==> src/rtl/seg_status_decoder.sv <==
// Seven-segment status decoder. Debounces a synchronized segment pattern,
// classifies it as AC/CO/RE and hands it to a consumer through a valid/ready flag.
module seg_status_decoder #(
    parameter int STABLE_CYCLES = 4,
    parameter int CNT_W         = 8
) (
    input  logic             i_clk,
    input  logic             i_rst_n,
    input  logic [6:0]       i_seg,
    input  logic             i_out_ready,
    output logic             o_out_valid,
    output logic             o_status_ac,
    output logic             o_status_co,
    output logic             o_status_re,
    output logic             o_pat_err,
    output logic             o_overflow,
    output logic [CNT_W-1:0] o_cnt_ac,
    output logic [CNT_W-1:0] o_cnt_co,
    output logic [CNT_W-1:0] o_cnt_re
);

    localparam logic [1:0] S_IDLE   = 2'd0;
    localparam logic [1:0] S_FILTER = 2'd1;
    localparam logic [1:0] S_LOCKED = 2'd2;

    localparam logic [6:0] PAT_AC    = 7'h77;
    localparam logic [6:0] PAT_CO    = 7'h39;
    localparam logic [6:0] PAT_RE    = 7'h33;
    localparam logic [6:0] PAT_BLANK = 7'h00;

    localparam logic [3:0]       STABLE_LIM = 4'(STABLE_CYCLES);
    localparam logic [CNT_W-1:0] CNT_ONE    = CNT_W'(1);
    localparam logic [CNT_W-1:0] CNT_MAX    = {CNT_W{1'b1}};

    logic [6:0]       r_sync1;
    logic [6:0]       r_seg_s;
    logic [6:0]       r_seg_prev;
    logic [1:0]       r_state;
    logic [3:0]       r_stc;
    logic [6:0]       r_lock_pat;
    logic             r_valid;
    logic [2:0]       r_status;
    logic             r_pat_err;
    logic             r_overflow;
    logic [CNT_W-1:0] r_cnt_ac;
    logic [CNT_W-1:0] r_cnt_co;
    logic [CNT_W-1:0] r_cnt_re;

    logic [1:0] w_state_nxt;
    logic [3:0] w_stc_nxt;
    logic [3:0] w_stc_inc;
    logic [6:0] w_lock_nxt;
    logic       w_event;
    logic [2:0] w_event_cls;
    logic       w_err;

    assign w_stc_inc = r_stc + 4'd1;

    // The pattern is classified in the same cycle the stable count completes,
    // so the event reaches the output register one edge later.
    always_comb begin
        w_state_nxt = r_state;
        w_stc_nxt   = r_stc;
        w_lock_nxt  = r_lock_pat;
        w_event     = 1'b0;
        w_event_cls = 3'b000;
        w_err       = 1'b0;
        case (r_state)
            S_IDLE: begin
                if (r_seg_s != PAT_BLANK) begin
                    w_state_nxt = S_FILTER;
                    w_stc_nxt   = 4'd1;
                end
            end
            S_FILTER: begin
                if (r_seg_s != r_seg_prev) begin
                    w_stc_nxt = 4'd1;
                end else if (w_stc_inc == STABLE_LIM) begin
                    w_stc_nxt  = w_stc_inc;
                    w_lock_nxt = r_seg_s;
                    case (r_seg_s)
                        PAT_AC: begin
                            w_state_nxt = S_LOCKED;
                            w_event     = 1'b1;
                            w_event_cls = 3'b100;
                        end
                        PAT_CO: begin
                            w_state_nxt = S_LOCKED;
                            w_event     = 1'b1;
                            w_event_cls = 3'b010;
                        end
                        PAT_RE: begin
                            w_state_nxt = S_LOCKED;
                            w_event     = 1'b1;
                            w_event_cls = 3'b001;
                        end
                        PAT_BLANK: begin
                            w_state_nxt = S_IDLE;
                        end
                        default: begin
                            w_state_nxt = S_LOCKED;
                            w_err       = 1'b1;
                        end
                    endcase
                end else begin
                    w_stc_nxt = w_stc_inc;
                end
            end
            S_LOCKED: begin
                if (r_seg_s != r_lock_pat) begin
                    w_state_nxt = S_FILTER;
                    w_stc_nxt   = 4'd1;
                end
            end
            default: begin
                w_state_nxt = S_IDLE;
                w_stc_nxt   = 4'd0;
            end
        endcase
    end

    always_ff @(posedge i_clk or negedge i_rst_n) begin
        if (!i_rst_n) begin
            r_sync1    <= 7'h00;
            r_seg_s    <= 7'h00;
            r_seg_prev <= 7'h00;
            r_state    <= S_IDLE;
            r_stc      <= 4'd0;
            r_lock_pat <= 7'h00;
            r_pat_err  <= 1'b0;
        end else begin
            r_sync1    <= i_seg;
            r_seg_s    <= r_sync1;
            r_seg_prev <= r_seg_s;
            r_state    <= w_state_nxt;
            r_stc      <= w_stc_nxt;
            r_lock_pat <= w_lock_nxt;
            r_pat_err  <= w_err;
        end
    end

    // A new event is only dropped when the previous one is still unacknowledged;
    // counters record every event regardless.
    always_ff @(posedge i_clk or negedge i_rst_n) begin
        if (!i_rst_n) begin
            r_valid    <= 1'b0;
            r_status   <= 3'b000;
            r_overflow <= 1'b0;
            r_cnt_ac   <= '0;
            r_cnt_co   <= '0;
            r_cnt_re   <= '0;
        end else begin
            if (w_event) begin
                if (r_valid && !i_out_ready) begin
                    r_overflow <= 1'b1;
                end else begin
                    r_valid  <= 1'b1;
                    r_status <= w_event_cls;
                end
            end else if (r_valid && i_out_ready) begin
                r_valid  <= 1'b0;
                r_status <= 3'b000;
            end
            if (w_event_cls[2] && (r_cnt_ac != CNT_MAX)) r_cnt_ac <= r_cnt_ac + CNT_ONE;
            if (w_event_cls[1] && (r_cnt_co != CNT_MAX)) r_cnt_co <= r_cnt_co + CNT_ONE;
            if (w_event_cls[0] && (r_cnt_re != CNT_MAX)) r_cnt_re <= r_cnt_re + CNT_ONE;
        end
    end

    assign o_out_valid = r_valid;
    assign o_status_ac = r_status[2];
    assign o_status_co = r_status[1];
    assign o_status_re = r_status[0];
    assign o_pat_err   = r_pat_err;
    assign o_overflow  = r_overflow;
    assign o_cnt_ac    = r_cnt_ac;
    assign o_cnt_co    = r_cnt_co;
    assign o_cnt_re    = r_cnt_re;

endmodule

==> config.mk <==
export PLATFORM = sky130hd
export DESIGN_NAME = seg_status_decoder
export DESIGN_NICKNAME = d
export VERILOG_FILES = /design/src/rtl/seg_status_decoder.sv
export SDC_FILE = /design/constraint.sdc
export NUM_CORES = 1
export LEC_CHECK = 0
export BUFFER_PORTS_ARGS = -buffer_cell sky130_fd_sc_hd__clkbuf_2
export CAP_MARGIN = 20
export CORE_ASPECT_RATIO = 2
export CORE_MARGIN = 2
export CORE_UTILIZATION = 27
export CTS_BUF_LIST = sky130_fd_sc_hd__clkbuf_4 sky130_fd_sc_hd__clkbuf_8 sky130_fd_sc_hd__clkbuf_16
export DETAILED_ROUTE_END_ITERATION = 10
export SETUP_SLACK_MARGIN = 0.02
export SLEW_MARGIN = 20
export SYNTH_ARGS = -nofsm -noshare
export SYNTH_HDL_FRONTEND = slang
export SYNTH_SLANG_ARGS = --single-unit
==> constraint.sdc <==
create_clock -name i_clk -period 2.65 [get_ports i_clk]
set_clock_uncertainty 0.15 [all_clocks]
set_input_delay 0.1325 -clock i_clk [delete_from_list [all_inputs] [get_ports i_clk]]
set_output_delay 0.1325 -clock i_clk [all_outputs]
set_load 0.005 [all_outputs]
# Word level (Yosys, flattened, before mapping)
# Cells that the tools add are included.
[word_totals]
regBits = 64
inputBits = 10
output_inout_bits = 30
wordCells = 79
[op_classes]
add_sub_neg = 4
n_eq_ne = 16
muxes = 28
bitwise_logic = 1
n_reduce_logical = 17
[ops]
columns = ["operator", "count"]
rows = [
  ["$add A8 B1 Y8 const B", 3],
  ["$ne A8 B8 Y1 const B", 3],
  ["$mux W3", 6],
  ["$eq A7 B6 Y1 const B", 2],
  ["$ne A7 B7 Y1", 2],
  ["$mux W4", 3],
  ["$pmux W4 S3", 1],
  ["$mux W1", 11],
  ["$mux W2", 5],
  ["$ne A2 B2 Y1 const B", 5],
  ["$pmux W3 S3", 1],
  ["$eq A7 B7 Y1 const B", 1],
  ["$logic_not A7 Y1", 1],
  ["$reduce_bool A7 Y1", 1],
  ["$pmux W2 S3", 1],
  ["$reduce_and A2 Y1", 3],
  ["$logic_and A1 B1 Y1", 5],
  ["$add A4 B1 Y4 const B", 1],
  ["$eq A4 B3 Y1 const B", 1],
  ["$reduce_and A4 Y1", 1],
  ["$reduce_or A4 Y1", 1],
  ["$reduce_and A3 Y1", 1],
  ["$reduce_or A3 Y1", 1],
  ["$eq A2 B1 Y1 const B", 1],
  ["other kinds (5)", 5],
]

# Depth between registers and ports, before layout
# Gate-level depths: netlist of run 1.
[logic_depth]
depth_word = 8
mapped_depth = 6
mapped_depth_nobuf = 6

# Least setup slack after synthesis of run 1
# Ideal clock, no wire load.
[synth_path]
path_type = "reg-to-reg"
from = "register r_seg_s[4]"
to = "register r_cnt_ac[1] (netlist: o_cnt_ac[1])"
t_arrival_ns = 1.944
required_time_ns = 2.373
setup_slack_ns = 0.429
stages_incl_launch_ff = 7
n_path_buf = 1
period_less_slack_ns = 2.221
path_cell_list = "dfrtp_1 buf_6 xor2_1 or4_4 nor4_4 nand2_1 mux2_1"
[synth_via]
elab_chain_cells = 6
word_cells_on_any_way = 9
classes_between = "eq/ne (4); mux (4); reduce/logical (1)"
[synth_lines]
columns = ["item", "line_no", "source"]
rows = [
  ["from (decl)", "36", "logic [6:0] r_seg_s;"],
  ["from (signal assigned)", "133", "r_seg_s <= r_sync1;"],
  ["$eq A7 B6 Y1 or $eq A7 B7 Y1 (tied branches)", "81", "case (r_seg_s)"],
  ["$pmux W3 S3", "81", ""],
  ["$mux W3", "78", "end else if (w_stc_inc == STABLE_LIM) begin"],
  ["$mux W3 (*)", "76", "if (r_seg_s != r_seg_prev) begin"],
  ["$mux W3 (*)", "68", "case (r_state)"],
  ["$logic_and A1 B1 Y1 (*)", "164", "if (w_event_cls[2] && (r_cnt_ac != CNT_MAX)) r_cnt_ac <= r_cnt_ac + CNT_ONE;"],
  ["to (signal assigned)", "164", ""],
  ["to (decl)", "45", "logic [CNT_W-1:0] r_cnt_ac;"],
]
# Every way passes the cells marked *; elsewhere a longest branch is shown, timed or not.
# A chain may end at the register's enable or synchronous reset.

# Worst setup path in the final report of run 1
[layout_path]
from = "register r_seg_s[4]"
to = "register r_cnt_ac[6] (netlist: o_cnt_ac[6])"
# The elaborated chain is that of the path after synthesis.

==> results of run 1 <==
cells in the final DEF, fill, tap and decap left out, drive strengths merged, types with 4 or more instances in the layout:
cell type     n
and3          6
and4          4
buf           9
clkbuf       48
dfrtp        64
dlygate4sd3   9
ha            4
mux2         13
nand2        12
nand2b        5
nand3        19
nand4        14
nor2         10
nor3          9
nor4          5
xnor2        14
xor2         18
sequential cells by signal, indices dropped and copies added (netlist names):
register,count
r_seg_prev,7
o_overflow,1
o_pat_err,1
r_seg_s,7
o_out_valid,1
o_cnt_ac,8
o_cnt_re,8
o_cnt_co,8
r_lock_pat,7
r_status,3
r_sync1,7
r_stc,4
r_state,2
cell type report:
class                      instances  area (um^2)  share of cell area [%]
sequential                        64         1600                    44.6
multi-input combinational        164         1190                    33.2
timing repair buffer              57          353                    9.82
clock buffer                       9          225                    6.27
tap                              137          171                    4.77
clock inverter                     6         37.5                    1.04
inverter                           3         11.3                   0.313
worst max-delay path by stage:
stage	from	to
final	r_seg_s[4]$_DFF_PN0_	o_cnt_ac[6]$_DFFE_PN0P_
after global routing	r_stc[0]$_DFFE_PN0P_	o_cnt_ac[1]$_DFFE_PN0P_
after CTS	r_seg_s[4]$_DFF_PN0_	o_cnt_ac[6]$_DFFE_PN0P_
after detailed placement	r_seg_s[4]$_DFF_PN0_	o_cnt_ac[6]$_DFFE_PN0P_
after global placement	r_seg_s[4]$_DFF_PN0_	o_cnt_ac[1]$_DFFE_PN0P_
after floorplan	r_seg_s[4]$_DFF_PN0_	o_cnt_ac[1]$_DFFE_PN0P_
cell usage after synthesis (all sizes together) (4+ instances only):
library cell and n:
nor3 9, ha 4, and4 4, nor2 10
nand2 12, buf 7, nand3 19, mux2 13
and3 6, nand2b 5, nand4 14, dfrtp 64
xor2 18, xnor2 14, nor4 5
stage by stage:
| stage | instance area [um^2] | total power [mW] | cells |
|---|---|---|---|
| 6_report | 3590 | 2.16 | 440 |
| 3_3_place_gp | 3240 | 1.13 | 416 |
| 3_5_place_dp | 3240 | 1.14 | 416 |
| 5_1_grt | 3590 | 2.24 | 440 |
| 2_1_floorplan | 2880 | 1.09 | 238 |
| 4_1_cts | 3590 | 2.20 | 440 |
worst reg2reg max path: cells and delay by family (launching register included):
kind / cells / cell delay (ps)
xor+xnor: 1 / 190
mux: 1 / 340
simple gates: 3 / 1150
flops: 1 / 460
power groups by stage:
stage          sequential (mW)  clock [mW]  combinational, mW
4_1_cts                   1.02        1.07              0.106
6_report                  1.02        1.03              0.103
5_1_grt                   1.03        1.10              0.116
2_1_floorplan             1.03           0             0.0615
3_5_place_dp              1.04           0             0.0953
3_3_place_gp              1.04           0             0.0942
routing by layer:
metal	up-vias	share of wire, %	track usage, %
li1	984	-	-
met1	1012	37	11.1
met2	44	55	19.6
met3	14	3.7	3.20
met4	0	3.8	8.66
met5	-	0	0
logic make-up after synthesis:
logic type / share of synthesized area, %
buf+inv: 2.78
simple gates: 20.9
mux: 5.09
xor+xnor: 9.74
fa+ha+maj: 1.74
flops: 55.7
compound gates: 4.05
==> impl_metrics.env, run 1 <==
export IMPL_period_needed_ps=2420
export IMPL_cts_resized=0
export IMPL_syn_inst=238
export IMPL_post_cts_buffers=0
export IMPL_p_sw_mw=0.493
export IMPL_finalHoldViolCount=0
export IMPL_grt_pass1_wl_um=9890
export IMPL_syn_avg_cell_area_um2=12.1
export IMPL_pre_cts_slack_ps=234
export IMPL_r2r_end="o_cnt_ac[6]$_DFFE_PN0P_"
export IMPL_ioPinCount=40
export IMPL_leakage_nw=1.71
export IMPL_rsz0062_at_grt="no"
export IMPL_drt_wl_total_um=5980
export IMPL_htreeDepth=3
export IMPL_syn_area_mm2=0.00288
export IMPL_synth_seq_cells=64
export IMPL_pwr_share_seq_pct=47.4
export IMPL_cpPeakStageDelay_ps=610
export IMPL_synth_cell_types=40
export IMPL_post_route_util_pct=34.3
export IMPL_critical_path_cell_count=5
export IMPL_finalNetCount=313
export IMPL_maxSlewHeadroom_pct=66.2
export IMPL_max_cap_violations=0
export IMPL_drt_iter0_markers=89
export IMPL_synth_edff_count=0
export IMPL_power_frac_clock_pct=47.8
export IMPL_place_gp_congestion=0.817
export IMPL_cts_buffers=9
export IMPL_die_w_um=77.0
export IMPL_clock_path_buffers=2
export IMPL_fp_dieH_um=150
export IMPL_critical_path_class="flip-flop to flip-flop"
export IMPL_grt_usage_pct=11.3
export IMPL_setup_viol=0
export IMPL_rrSetupSlack_ps=230
export IMPL_tns_ps=0
export IMPL_vdd_ir_drop_worst_uv=337
export IMPL_fmax_ghz=0.413
export IMPL_combPwrFrac_pct=4.8
export IMPL_tightest_slew_ps=506
export IMPL_antenna_found_initial=0
export IMPL_fin_crit_sh_pct=91.4
export IMPL_r2r_cells=5
export IMPL_routedWlPerCell_um=13.6
export IMPL_ys_top_cells_by_area="dfrtp_1 (56%), xor2_1 (5.5%), mux2_2 (4.3%)"
export IMPL_crit_reg2reg_launch="r_seg_s[4]$_DFF_PN0_"
export IMPL_synthArstFlopShare_pct=100
export IMPL_path_max_fanout=8
export IMPL_via_per_inst=4.67
export IMPL_drive_gt1_share_pct=26.4
export IMPL_p_int_mw=1.66
export IMPL_start_kind="flip-flop"
export IMPL_n_fill_cell=1102
export IMPL_hpwl_um=4460
export IMPL_yosys_area_top_type="dfrtp_1"
export IMPL_p_per_area_mw_per_mm2=600
export IMPL_maxSlewViolCount=0
export IMPL_required_ps=2700
export IMPL_crit_path_end_kind="flip-flop"
export IMPL_grt_start_max_net_pins=32
export IMPL_area_growth_pct=25.0
export IMPL_hp_class="primary input to async pin"
export IMPL_die_area_mm2=0.0115
export IMPL_switching_share_pct=22.9
export IMPL_yosys_warnings=0
export IMPL_yosysSeqAreaShare_pct=55.7
export IMPL_cts_root_buf="clkbuf_16"
export IMPL_remaining_drc_errors=0
export IMPL_dr_pass1_iters=4
export IMPL_fin_ws_ps=228
export IMPL_drtAntennaViolNets=0
export IMPL_synth_fp_nets=252
export IMPL_postCtsHoldBufs=9
export IMPL_grt_pass1_vias=2138
export IMPL_vias=2054
export IMPL_worstSkewPairLatency_ps=330
export IMPL_outcome="finished, final reports clean"
export IMPL_port_buffers=39
export IMPL_n_antenna_cell=0
export IMPL_critPathArrivalTime_ps=2480
export IMPL_netlist_area_leader_share_pct=55.7
export IMPL_crit_chain="xor2_1, or4_4, nor4_4, nand4_1, mux2_1"
export IMPL_ys_flop_type="dfrtp_1"
export IMPL_clock_sinks=64
export IMPL_holdWs_ps=134
export IMPL_crit_buf_inv=0
export IMPL_start_util_pct=27.5
export IMPL_rows=53
export IMPL_crit_family="simple AND/OR/NAND/NOR gates"
export IMPL_cp_slowest_cell="or4_4"
export IMPL_core_region_area_mm2=0.0105
export IMPL_clkTransAtPathRegs_ps=50
export IMPL_overflow=0
export IMPL_cts_tree="built"
Power figures use the tool's default switching activity.
==> run 2: changes to the inputs <==
Settings changed: TNS_END_PERCENT from default to 5.
Clock period 2.65 ns to 2.63 ns, I/O delays scaled along.
==> run 2 against run 1 <==
Against the previous run:
- combinational power decreased by 4%
- critical path depth grew 1
- non-clock buffer count fell by 3
- setup slack lost 26 ps
- final area is 0.52% higher
- sequential share of layout area fell by 0.23 points
- via count is 0.15% lower
- register-to-register slack got worse by 30 ps
- utilization rose by 0.18 points
- sequential power hardly changed
- worst hold slack better by 61 ps
- critical path type unchanged
==> impl_metrics.env, run 2 (synthesized netlist as in run 1, its figures left out) <==
export IMPL_outcome="finished, final reports clean"
export IMPL_drtAntennaViolNets=0
export IMPL_htreeDepth=3
export IMPL_drt_wl_total_um=5810
export IMPL_cts_tree="built"
export IMPL_place_gp_congestion=0.801
export IMPL_maxSlewViolCount=0
export IMPL_hpwl_um=4330
export IMPL_via_per_inst=4.69
export IMPL_dr_pass1_iters=4
export IMPL_required_ps=2680
export IMPL_final_cell_mix="dfrtp_1 (64), clkbuf_2 (39), nand3_1 (19)"
export IMPL_rows=53
export IMPL_path_max_fanout=8
export IMPL_cpPeakStageDelay_ps=610
export IMPL_r2r_end="o_cnt_ac[6]$_DFFE_PN0P_"
export IMPL_antenna_found_initial=0
export IMPL_cts_root_buf="clkbuf_16"
export IMPL_grt_pass1_wl_um=9850
export IMPL_area_growth_pct=25.6
export IMPL_die_area_mm2=0.0115
export IMPL_period_needed_ps=2430
export IMPL_drt_iter0_markers=72
export IMPL_crit_reg2reg_launch="r_seg_s[4]$_DFF_PN0_"
export IMPL_cts_buffers=9
export IMPL_grt_pass1_vias=2084
export IMPL_worstSkewPairLatency_ps=320
export IMPL_layout_commonest_cell="dfrtp_1"
export IMPL_n_fill_cell=1112
export IMPL_tightest_slew_ps=654
export IMPL_fp_dieH_um=150
export IMPL_post_route_util_pct=34.5
export IMPL_crit_path_end_kind="flip-flop"
export IMPL_finalNetCount=310
export IMPL_ioPinCount=40
export IMPL_clkTransAtPathRegs_ps=50
export IMPL_hp_class="flip-flop to flip-flop"
export IMPL_die_w_um=77.0
export IMPL_overflow=0
export IMPL_grt_start_max_net_pins=41
export IMPL_critPathArrivalTime_ps=2480
export IMPL_clock_sinks=64
export IMPL_cts_resized=0
export IMPL_rsz0062_at_grt="no"
export IMPL_remaining_drc_errors=0
export IMPL_setup_viol=0
export IMPL_vias=2051
export IMPL_cp_slowest_cell="or4_4"
export IMPL_routedWlPerCell_um=13.3
export IMPL_port_buffers=39
export IMPL_max_cap_violations=0
export IMPL_clock_path_buffers=2
export IMPL_rrSetupSlack_ps=200
export IMPL_maxSlewHeadroom_pct=56.4
export IMPL_critical_path_class="flip-flop to flip-flop"
export IMPL_crit_chain="xor2_1, or4_4, nor4_4, buf_4, nand4_1, mux2_1"
export IMPL_fin_ws_ps=201
export IMPL_tns_ps=0
export IMPL_cp_startpoint="r_seg_s[4]$_DFF_PN0_"
export IMPL_p_per_area_mw_per_mm2=632
export IMPL_start_util_pct=27.5
export IMPL_crit_path_end="o_cnt_ac[6]$_DFFE_PN0P_"
export IMPL_grt_usage_pct=11.1
export IMPL_finalHoldViolCount=0
export IMPL_pre_cts_slack_ps=196
export IMPL_vdd_ir_drop_worst_uv=294
export IMPL_start_kind="flip-flop"
export IMPL_fmax_ghz=0.412
export IMPL_n_antenna_cell=0
export IMPL_core_region_area_mm2=0.0105
export IMPL_r2r_cells=6
export IMPL_leakage_nw=1.73
export IMPL_fin_crit_sh_pct=92.3
export IMPL_drive_gt1_share_pct=25.7
## run 2: cell types whose count changed in the layout (fill, tap and decap cells not counted), sizes merged
cell / change
bufinv: +1
clkbuf: +2
clkinvlp: -3
buf: -3
## run 2: worst min-delay path by stage
stage	depth (start not counted)	endpoint	from	slack [ps]
2_1_floorplan	0	o_cnt_ac[0]$_DFFE_PN0P_	i_rst_n	-310
3_3_place_gp	1	r_sync1[5]$_DFF_PN0_	i_rst_n	40
3_5_place_dp	1	r_sync1[5]$_DFF_PN0_	i_rst_n	40
4_1_cts	0	r_seg_s[1]$_DFF_PN0_	r_sync1[1]$_DFF_PN0_	200
5_1_grt	0	r_seg_s[6]$_DFF_PN0_	r_sync1[6]$_DFF_PN0_	200
6_report	0	r_seg_s[1]$_DFF_PN0_	r_sync1[1]$_DFF_PN0_	190
## run 2: report_power, final
group	total (mW)	switching [mW]	leakage, nW	internal (mW)
combinational	0.0992	0.0573	0.747	0.0419
clock	1.15	0.393	0.149	0.758
sequential	1.03	0.0247	0.832	1.01
## run 2: critical path, delay by kind of cell, from the launching register on
family / cells / cell delay (ps)
XOR/XNOR: 1 / 190
buffers and inverters: 1 / 190
flip-flops: 1 / 460
multiplexers: 1 / 330
AND/OR/NAND/NOR: 3 / 970
## run 2: metal layers
metal	share of wire [%]	track usage (%)	up-vias
li1	-	-	977
met1	39	11.5	1016
met2	55	19.4	46
met3	3.3	2.65	12
met4	3.5	7.68	0
met5	0	0	-
## run 2: per-stage QoR
| step | instance area, um^2 | hold WS, ps | instances | power [mW] |
|---|---|---|---|---|
| after floorplan | 2880 | -314 | 238 | 1.10 |
| after global placement | 3220 | 40.7 | 412 | 1.14 |
| after detailed placement | 3220 | 38.4 | 412 | 1.14 |
| after CTS | 3610 | 199 | 436 | 2.33 |
| after global routing | 3610 | 199 | 437 | 2.37 |
| final | 3610 | 195 | 437 | 2.28 |
## run 2: layout make-up
| type | instances | area (um^2) | share of cell area, % |
|---|---|---|---|
| clock buffer | 11 | 246 | 6.82 |
| clock inverter | 4 | 45.0 | 1.25 |
| inverter | 3 | 11.3 | 0.312 |
| multi-input combinational | 164 | 1190 | 33.1 |
| sequential | 64 | 1600 | 44.3 |
| tap | 137 | 171 | 4.74 |
| timing repair buffer | 54 | 343 | 9.49 |
## run 2: repair_timing
item / 4_1_cts / 5_1_grt
hold endpoints to repair: 32 / 0
buffers inserted: 0 / 1
endpoints found under the setup margin: 0 / 2
hold buffers: 9 / 0
==> run 3: changes to the inputs <==
Settings changed: CORE_ASPECT_RATIO 2 to 1.5.
==> run 3 against run 2 <==
Against the previous run:
- non-clock buffer count rose by 1
- global-route usage down 0.31 points
- sequential share of layout area fell by 0.17 points
- sequential power barely moved
- maximum frequency increased by 4.6%
- utilization increased by 0.14 points
- first-iteration DRC count up 140%
- die area down 0.29%
- critical path type unchanged
==> impl_metrics.env, run 3 (synthesized netlist as in run 1, its figures left out) <==
export IMPL_outcome="finished, final reports clean"
export IMPL_drive_gt1_share_pct=26.2
export IMPL_antenna_found_initial=0
export IMPL_leakage_nw=1.73
export IMPL_totalPowerFinal_mw=2.25
export IMPL_dr_pass1_iters=4
export IMPL_via_per_inst=4.55
export IMPL_met3_length_um=222
export IMPL_dpl_cell_count=421
export IMPL_switching_share_pct=21.4
export IMPL_remaining_drc_errors=0
export IMPL_htreeDepth=3
export IMPL_rsz0062_at_grt="no"
export IMPL_fin_crit_sh_pct=88.3
export IMPL_path_max_fanout=9
export IMPL_p_int_mw=1.77
export IMPL_maxSlewViolCount=0
export IMPL_cp_slowest_cell="dfrtp_1"
export IMPL_n_antenna_cell=0
export IMPL_n_fill_cell=1063
export IMPL_core_region_area_mm2=0.0105
export IMPL_setup_viol=0
export IMPL_grt_usage_pct=10.8
export IMPL_cts_tree="built"
export IMPL_overflow=0
export IMPL_cp_startpoint="r_seg_s[2]$_DFF_PN0_"
export IMPL_tightest_slew_ps=463
export IMPL_grt_start_max_net_pins=65
export IMPL_worstSkewPairLatency_ps=330
export IMPL_cts_buffers=9
export IMPL_hp_class="flip-flop to flip-flop"
export IMPL_power_frac_clock_pct=49.8
export IMPL_hold_start="r_sync1[4]$_DFF_PN0_"
export IMPL_drt_wl_total_um=5640
export IMPL_p_per_area_mw_per_mm2=621
export IMPL_wl_met2_um=2860
export IMPL_tns_ps=0
export IMPL_cts_root_buf="clkbuf_16"
export IMPL_crit_chain="xor2_1, or3_4, nor4_4, nand2_1, mux2_1"
export IMPL_die_area_mm2=0.0115
export IMPL_p_sw_mw=0.481
export IMPL_area_growth_pct=26.1
export IMPL_final_cell_mix="dfrtp_1 (64), clkbuf_2 (39), nand3_1 (19)"
export IMPL_period_needed_ps=2320
export IMPL_fp_dieH_um=130
export IMPL_clkTransAtPathRegs_ps=50
export IMPL_routedWlPerCell_um=12.6
export IMPL_ioPinCount=40
export IMPL_crit_family="simple AND/OR/NAND/NOR gates"
export IMPL_drtAntennaViolNets=0
export IMPL_fmax_ghz=0.431
export IMPL_crit_reg2reg_launch="r_seg_s[2]$_DFF_PN0_"
export IMPL_cts_resized=0
export IMPL_finalNetCount=311
export IMPL_required_ps=2690
export IMPL_finalHoldViolCount=0
export IMPL_critPathArrivalTime_ps=2380
export IMPL_post_cts_buffers=0
export IMPL_grt_pass1_vias=2036
export IMPL_combPwrFrac_pct=4.4
export IMPL_top_layer="met4"
export IMPL_critical_path_class="flip-flop to flip-flop"
export IMPL_drt_iter0_markers=173
export IMPL_holdWs_ps=194
export IMPL_fin_ws_ps=308
export IMPL_port_buffers=39
export IMPL_vdd_ir_drop_worst_uv=304
export IMPL_grt_pass1_wl_um=9590
export IMPL_pwr_share_seq_pct=45.8
export IMPL_wl_met1_um=2410
export IMPL_place_gp_congestion=0.789
export IMPL_die_w_um=88.3
export IMPL_rows=46
export IMPL_finalNonFillerCells=446
export IMPL_start_util_pct=27.5
export IMPL_cpPeakStageDelay_ps=480
export IMPL_vias=2030
export IMPL_maxSlewHeadroom_pct=69.0
export IMPL_crit_buf_inv=0
export IMPL_crit_path_end_kind="flip-flop"
export IMPL_clock_path_buffers=2
export IMPL_hpwl_um=3980
export IMPL_max_cap_violations=0
export IMPL_pre_cts_slack_ps=309
export IMPL_postCtsHoldBufs=9
export IMPL_start_kind="flip-flop"
export IMPL_layout_commonest_cell="dfrtp_1"
export IMPL_clock_sinks=64
==> run 3: through the flow <==
| stage | instance area [um^2] | util, % |
|---|---|---|
| 2_1_floorplan | 2880 | - |
| 3_3_place_gp | 3250 | 31.0 |
| 3_5_place_dp | 3250 | 31.0 |
| 4_1_cts | 3630 | 34.6 |
| 5_1_grt | 3630 | 34.6 |
| 6_report | 3630 | 34.6 |
==> run 3: final timing paths <==
check | to | cells past startpoint | slack, ps
worst max-delay path | o_cnt_ac[1]$_DFFE_PN0P_ | 5 | 310
worst min-delay path | r_seg_s[4]$_DFF_PN0_ | 0 | 190
worst max register to register | o_cnt_ac[1]$_DFFE_PN0P_ | 5 | 310
worst min register to register | r_seg_s[4]$_DFF_PN0_ | 0 | 190
max in group asynchronous | o_cnt_re[5]$_DFFE_PN0P_ | 3 | 1840
min in group asynchronous | r_seg_prev[4]$_DFF_PN0_ | 3 | 210
==> run 3: metal layers <==
layer  up-vias  global-route usage (%)
met5         -                       0
met3        11                    2.89
li1        986                       -
met1       988                    12.3
met4         0                    6.15
met2        45                    17.9
==> run 3: cell type report <==
cell class | instances | area, um^2 | share of cell area (%)
multi-input combinational | 164 | 1190 | 32.9
inverter | 3 | 11.3 | 0.310
timing repair buffer | 55 | 350 | 9.66
tap | 144 | 180 | 4.97
clock inverter | 3 | 15.0 | 0.414
clock buffer | 13 | 274 | 7.55
sequential | 64 | 1600 | 44.2
==> run 3: power by group through the flow <==
stage               Combinational [mW]  Clock [mW]  Sequential (mW)
finish                           0.100        1.12             1.03
global route                     0.115        1.19             1.03
global placement                0.0916           0             1.05
detailed placement              0.0923           0             1.05
CTS                              0.103        1.15             1.03
floorplan                       0.0620           0             1.04
